[src/rtl/wb_commit_queue.sv]
// wb_commit_queue: arbitrates NUM_SRC register-write producers into an in-order
// DEPTH-entry queue drained one entry per granted cycle, with youngest-match forwarding.
module wb_commit_queue #(
  parameter int XLEN    = 32,
  parameter int AW      = 5,
  parameter int NUM_SRC = 2,
  parameter int DEPTH   = 4,
  localparam int PW     = $clog2(DEPTH),
  localparam int CW     = PW + 1
) (
  input  logic                    clk,
  input  logic                    reset,
  input  logic [NUM_SRC-1:0]      src_valid,
  input  logic [NUM_SRC*AW-1:0]   src_adr,
  input  logic [NUM_SRC*XLEN-1:0] src_data,
  output logic [NUM_SRC-1:0]      src_ready,
  input  logic                    rf_grant,
  output logic                    regw_enable,
  output logic [AW-1:0]           regw_adr,
  output logic [XLEN-1:0]         reg_write,
  input  logic [AW-1:0]           fwd_adr,
  output logic                    fwd_hit,
  output logic [XLEN-1:0]         fwd_data,
  output logic [CW-1:0]           count,
  output logic                    full,
  output logic                    empty
);
  logic [AW-1:0]   adr_q  [DEPTH];
  logic [XLEN-1:0] data_q [DEPTH];
  logic [DEPTH-1:0] vld_q;
  logic [PW-1:0]   rd_ptr, wr_ptr, idx;
  logic [AW-1:0]   win_adr;
  logic [XLEN-1:0] win_data;
  logic            pop, space, push_real;

  assign empty       = count == '0;
  assign full        = count == CW'(DEPTH);
  assign pop         = rf_grant & ~empty;
  assign space       = ~full | pop;
  assign push_real   = |src_ready & |win_adr;
  assign regw_enable = ~empty;
  assign regw_adr    = empty ? '0 : adr_q[rd_ptr];
  assign reg_write   = empty ? '0 : data_q[rd_ptr];

  // Scan high to low so the lowest-numbered valid channel is the final winner.
  always_comb begin
    src_ready = '0;
    win_adr   = '0;
    win_data  = '0;
    for (int i = NUM_SRC - 1; i >= 0; i--) begin
      if (src_valid[i]) begin
        src_ready    = '0;
        src_ready[i] = space;
        win_adr      = src_adr[i*AW +: AW];
        win_data     = src_data[i*XLEN +: XLEN];
      end
    end
  end

  // Walk oldest to youngest so the youngest match overrides earlier ones.
  always_comb begin
    fwd_hit  = 1'b0;
    fwd_data = '0;
    idx      = '0;
    for (int k = 0; k < DEPTH; k++) begin
      idx = rd_ptr + PW'(k);
      if (vld_q[idx] && adr_q[idx] == fwd_adr && |fwd_adr) begin
        fwd_hit  = 1'b1;
        fwd_data = data_q[idx];
      end
    end
  end

  always_ff @(posedge clk or negedge reset) begin
    if (!reset) begin
      rd_ptr <= '0;
      wr_ptr <= '0;
      count  <= '0;
      vld_q  <= '0;
      for (int i = 0; i < DEPTH; i++) begin
        adr_q[i]  <= '0;
        data_q[i] <= '0;
      end
    end else begin
      if (pop) begin
        vld_q[rd_ptr] <= 1'b0;
        rd_ptr        <= rd_ptr + 1'b1;
      end
      if (push_real) begin
        adr_q[wr_ptr]  <= win_adr;
        data_q[wr_ptr] <= win_data;
        vld_q[wr_ptr]  <= 1'b1;
        wr_ptr         <= wr_ptr + 1'b1;
      end
      count <= count + CW'(push_real) - CW'(pop);
    end
  end
endmodule

[config.mk]
export PLATFORM = sky130hd
export DESIGN_NAME = wb_commit_queue
export DESIGN_NICKNAME = d
export VERILOG_FILES = /design/src/rtl/wb_commit_queue.sv
export SDC_FILE = /design/constraint.sdc
export NUM_CORES = 1
export LEC_CHECK = 0
export ABC_AREA = 1
export CAP_MARGIN = 20
export CORE_ASPECT_RATIO = 0.6
export CORE_MARGIN = 5
export CORE_UTILIZATION = 45
export CTS_CLUSTER_SIZE = 40
export DETAILED_ROUTE_END_ITERATION = 10
export GPL_TIMING_DRIVEN = 0
export PLACE_DENSITY_LB_ADDON = 0.3
export SLEW_MARGIN = 5
export SYNTH_ARGS = -nofsm -noshare
export SYNTH_HDL_FRONTEND = slang
export SYNTH_SLANG_ARGS = --single-unit
[constraint.sdc]
create_clock -name clk -period 10.15 [get_ports clk]
set_input_delay 2.03 -clock clk [delete_from_list [all_inputs] [get_ports clk]]
set_output_delay 2.03 -clock clk [all_outputs]
set_load 0.02 [all_outputs]
### Word-level counts from Yosys, hierarchy flattened

Cells that the tools add are included.

* divide/modulo/power cells: 0
* magnitude comparators: 13
* bitwise gates (word level): 13
* equal/unequal tests: 5
* add/subtract/negate cells: 6
* reductions and logical operators: 15
* mux-type cells: 60
* shift-type cells: 0
* multipliers: 0

Operator list (number)
* 2-to-1 mux 32 bit: 16
* binary-select mux 32 bit (select 2 bit): 4
* bitwise mux 128 bit: 1
* demux 32 bit (select 2 bit): 1
* 2-to-1 mux 5 bit: 12
* binary-select mux 5 bit (select 2 bit): 4
* bitwise mux 20 bit: 1
* == test 5 bit: 4
* greater-or-equal comparator 3 bit, second input constant: 5
* less-than comparator 2 x 3 -> 1 bit, second input constant: 5
* inverter 2 -> 3 bit: 5
* logical AND 1 bit: 11
* demux 5 bit (select 2 bit): 1
* 2-to-1 mux 1 bit: 10
* OR reduction 5 bit: 2
* binary-select mux 1 bit (select 2 bit): 4
* 2-to-1 mux 4 bit: 2
* adder 2 x 1 -> 2 bit, second input constant: 2
* adder 2 bit, second input constant: 2
* bitwise AND 4 bit: 1
* demux 1 bit (select 2 bit): 2
* greater-or-equal comparator 2 x 1 -> 1 bit, second input constant: 2
* 2-to-1 mux 2 bit: 2
* inverter 4 bit: 1
* 10 further kinds: 12

* memory bits (read-only): 0
* input port bits: 84
* bits in registers: 159
* bits in latches: 0
* memory bits (writable): 0
* logic and storage cells: 124
* output and inout port bits: 78
* memories: 0

### Depth between registers and ports, before layout

* word-level depth: 11
* gate-level depth with buffers: 20
* gate-level depth less buffers: 14

### Worst setup path before layout

No wires, ideal clock.

* path type: input -> output
* from: input port fwd_adr[1]
* to: output port fwd_hit
* arrival: 3.492 ns
* path buffers: 3
* path slack: 4.628 ns
* data required time: 8.120 ns
* cell stages on the path: 11
* cells stage by stage: buf_2 or2_2 nor2_2 nor2_1 nand2_1 nor2_1 nand3_1 buf_6 buf_6 nor3b_1 o21ai_0

* word-level cells in the longest chain between the ends: 7
* elaborated cells between the ends (all ways): 17
* classes of those cells: 4 x eq/ne; 4 x mux; 9 x reduce/logical

RTL lines
* from (decl): line 21 `input logic [AW-1:0] fwd_adr,`
* == test 5 bit: line 67 `if (vld_q[idx] && adr_q[idx] == fwd_adr && |fwd_adr) begin`
* logical AND 1 bit (2 in series): line 67
* 2-to-1 mux 1 bit (3 in series): line 67
* 2-to-1 mux 1 bit *: line 67
* to (decl): line 22 `output logic fwd_hit,`

Every way passes the cells marked *; elsewhere a longest branch is shown, timed or not.

### Worst setup path after layout

* from: register rd_ptr[1]
* to: output port fwd_data[3]

* word-level cells in the longest chain between the ends: 11
* elaborated cells between the ends (all ways): 55
* classes of those cells: 3 x add/sub; 4 x eq/ne; 36 x mux; 4 x bitwise; 8 x reduce/logical

RTL lines
* from (decl): line 31 `logic [PW-1:0] rd_ptr, wr_ptr, idx;`
* from (signal assigned): line 87 `rd_ptr <= rd_ptr + 1'b1;`
* adder 2 x 1 -> 2 bit or inverter 2 -> 3 bit (tied branches): line 66, 67, 69
* inverter 2 -> 3 bit (not written as such) or binary-select mux 5 bit (select 2 bit) (tied branches): line 67, 69
* binary-select mux 5 bit (select 2 bit) or 2-to-1 mux 5 bit (tied branches): line 67
* 2-to-1 mux 5 bit (not written as such): line 67
* 2-to-1 mux 5 bit (not written as such) or == test 5 bit (tied branches): line 67
* == test 5 bit or logical AND 1 bit (tied branches): line 67
* logical AND 1 bit: line 67
* logical AND 1 bit or 2-to-1 mux 32 bit (tied branches): line 67
* 2-to-1 mux 32 bit (2 in series): line 67
* 2-to-1 mux 32 bit *: line 67
* to (decl): line 23 `output logic [XLEN-1:0] fwd_data,`

Every way passes the cells marked *; elsewhere a longest branch is shown, timed or not. The select of a mux whose other input is x is not followed.

==> flow_summary.json <==
{
  "setup_viol": 0,
  "io_buffers": 160,
  "synthesis.area_um2": 12600,
  "die_y_um": 139,
  "final-seq-area_um2": 3980,
  "cp-end-kind": "primary output",
  "hpwl_um": 40900,
  "vdd.ir_drop.worst_mv": 0.177,
  "gp_congestion": 0.990,
  "synth-async-reset-ratio": 1.00,
  "io_pins": 162,
  "p_per_area_nw_per_um2": 398,
  "power_frac_comb": 0.693,
  "synth_most_common_cell": "nand2_1",
  "sw_frac_of_total": 0.549,
  "numCtsBuffers": 17,
  "pwr-share-seq": 0.181,
  "synth.distinct_cells": 32,
  "drive_gt1_frac": 0.0601,
  "path_clk_slew_ps": 70,
  "clk_latency_ps": 460,
  "cts_tree": "yes",
  "nets": 2295,
  "start_util": 0.456,
  "crit_top_cell": "buf_4",
  "postCtsSetupBuffers": 0,
  "finalCritPeriodShare": 0.721,
  "syn2layout_area_growth_pct": 22.1,
  "postSynthAreaPerCell_um2": 6.22,
  "worst_slew_pin_slew_ps": 990,
  "finalMaxSlewViolations": 0,
  "crit_arrival_ps": 5290,
  "avgRoutedWirePerCell_um": 21.2,
  "die_x_um": 226,
  "p_switching_uw": 3350,
  "vias": 15196,
  "grt_pass1_vias": 13913,
  "status": "finished clean",
  "antenna_cells": 0,
  "core_um2": 27500,
  "crit_path_max_incr_delay_ps": 640,
  "crit_fanout": 11,
  "p_clk_frac": 0.126,
  "path_cells": "inv_2 > buf_2 > clkbuf_1 > ha_1 > buf_4 > inv_4 > buf_4 > nand3_1 > nand2_1 > nor2_1 > nor2_1 > nand4_2 > nor2_4 > buf_4 > o21ai_1 > nand2_1 > clkdlybuf4s50_1",
  "synth_area_leader_cell": "dfrtp_1",
  "synth_warnings": 0,
  "crit_slowest_cell": "clkdlybuf4s50_1",
  "antenna_found_initial": 0,
  "finalHoldViolations": 0,
  "multi_input_area_um2": 7150,
  "detail-route-antenna-nets": 0,
  "grtUsageTotal": 0.338,
  "cp-start-kind": "register",
  "synth_top_area_frac": 0.317,
  "fin_crit_ps": 7320,
  "fin_setup_tns_ps": 0,
  "crit_required_ps": 8120,
  "crit_family": "buffers and inverters",
  "drc": 0,
  "cts-resized-gates": 0,
  "clockRootBuffer": "clkbuf_16",
  "grt_pass1_wl_um": 82000,
  "critical_path_class": "reg -> out",
  "syn_inst": 2020,
  "fill_cells": 2766,
  "max_freq_mhz": 137,
  "synth_area_leaders": "dfrtp_1 (32%), nand2_1 (22%), nor2_1 (7.2%), nand4_1 (7.2%), o21ai_0 (6.7%)",
  "via_per_inst": 5.89,
  "drt_wl_total_um": 54600,
  "final_area_um2": 15300,
  "total_power_uw": 6100,
  "postPlaceCellArea_um2": 14700,
  "grt_overflow": 0,
  "synth_flop_cell": "dfrtp_1",
  "grt_max_degree": 84,
  "synth_nets": 2115,
  "initialDrtViolationCount": 2291,
  "cts_hold_buf": 0,
  "htreeDepth": 4,
  "seq_area_frac_synth": 0.317,
  "p_int_uw": 2750,
  "clock_sinks": 159,
  "max-slew-margin-rel": 0.338,
  "maxCapViolations": 0,
  "ys_ff_latch": 159,
  "leakagePower_uw": 0.00792,
  "std_cell_rows": 47,
  "rsz0062_at_grt": "false",
  "skew_ps": 13.9,
  "synth_edf_count": 0,
  "cts_buffer_depth": 2,
  "die_area_um2": 31500,
  "first_pass_iters": 7,
  "yosys-top-cells-count": "nand2_1 (736), nor2_1 (242), o21ai_0 (167)",
  "cp_num_buf_inv": 8,
  "timing.hold.worst.class": "reg -> reg"
}
==> sequential cells by signal, indices dropped and copies added (netlist names) <==
register and flops:
data_q 128, wr_ptr 2, adr_q 20, rd_ptr 2, count 3, vld_q 4
==> routing by layer <==
layer,global-route usage,share of wire,up-vias
met5,0,0,-
met4,0.111,0.031,0
met3,0.124,0.16,126
met2,0.457,0.39,1135
met1,0.495,0.42,7019
li1,-,-,6916
==> per-stage QoR <==
step / instances / util / hold WS (ps) / setup slack [ps]
6_report: 2580 / 0.557 / 469 / 2830
4_1_cts: 2580 / 0.557 / 474 / 3030
2_1_floorplan: 2020 / - / 442 / 4630
3_3_place_gp: 2547 / 0.531 / 456 / 226
3_5_place_dp: 2548 / 0.532 / 458 / 3190
5_1_grt: 2580 / 0.557 / 492 / 2710
==> cells by family (layout without fill, tap and decap cells) <==
kind of cell    count (synthesis)  in the layout  synth area share
fa+ha+maj                      11             11            0.0116
flops                         159            159             0.317
xor+xnor                        5              5           0.00349
compound gates                268            268             0.117
simple gates                 1238           1238             0.414
buf+inv                       310            503             0.114
mux                            29             29            0.0231
==> worst register-to-register path, stage by stage, from the launching register on <==
cell and delay (ps):
dfrtp_1 450, nor3_1 110, nand2_1 310, nand2_1 120, nand2_1 330, clkbuf_1 650, nand2_1 380, ha_1 380
inv_1 50, ha_1 130, inv_1 40, fa_1 490, inv_1 40
==> layout make-up <==
class | count | share of cell area
buffer | 162 | 0.0564
clock buffer | 19 | 0.0295
clock inverter | 13 | 0.0153
inverter | 148 | 0.0365
multi-input combinational | 1551 | 0.466
sequential | 159 | 0.259
tap | 367 | 0.0299
timing repair buffer | 161 | 0.107
==> worst paths after layout <==
| path | from | to | slack, ps | depth (start not counted) |
|---|---|---|---|---|
| hold / removal | data_q[32] | data_q[32] | 470 | 2 |
| setup reg to reg | count[1] | count[1] | 6560 | 12 |
| setup / recovery | rd_ptr[1] | fwd_data[3] | 2830 | 17 |
| max in group asynchronous | reset | data_q[49] | 7670 | 2 |
| hold reg to reg | data_q[32] | data_q[32] | 470 | 2 |
| min in group asynchronous | reset | data_q[73] | 1580 | 1 |
==> power groups by stage <==
stage,clock (µW),sequential (µW),combinational [µW]
finish,770,1100,4230
CTS,768,1090,4090
detailed placement,0,1100,4070
floorplan,0,1050,2590
global route,793,1130,4560
global placement,0,1090,3990
==> cell usage in the layout (no fill, tap or decap), drive strengths merged <==
master and instances:
xnor2 2, clkinv 3, nand2 738, ha 10, nor3 2, bufinv 6, nor2 246, mux2i 29
nor3b 1, nand4 146, a21oi 2, clkdlybuf4s50 159, inv 149, fa 1, or2 1, xor2 3
a22o 33, o21ai 230, a22oi 1, buf 106, o211ai 2, nor4 1, nand3 103, dfrtp 159
clkinvlp 3, clkbuf 77
Power figures use the tool's default switching activity.
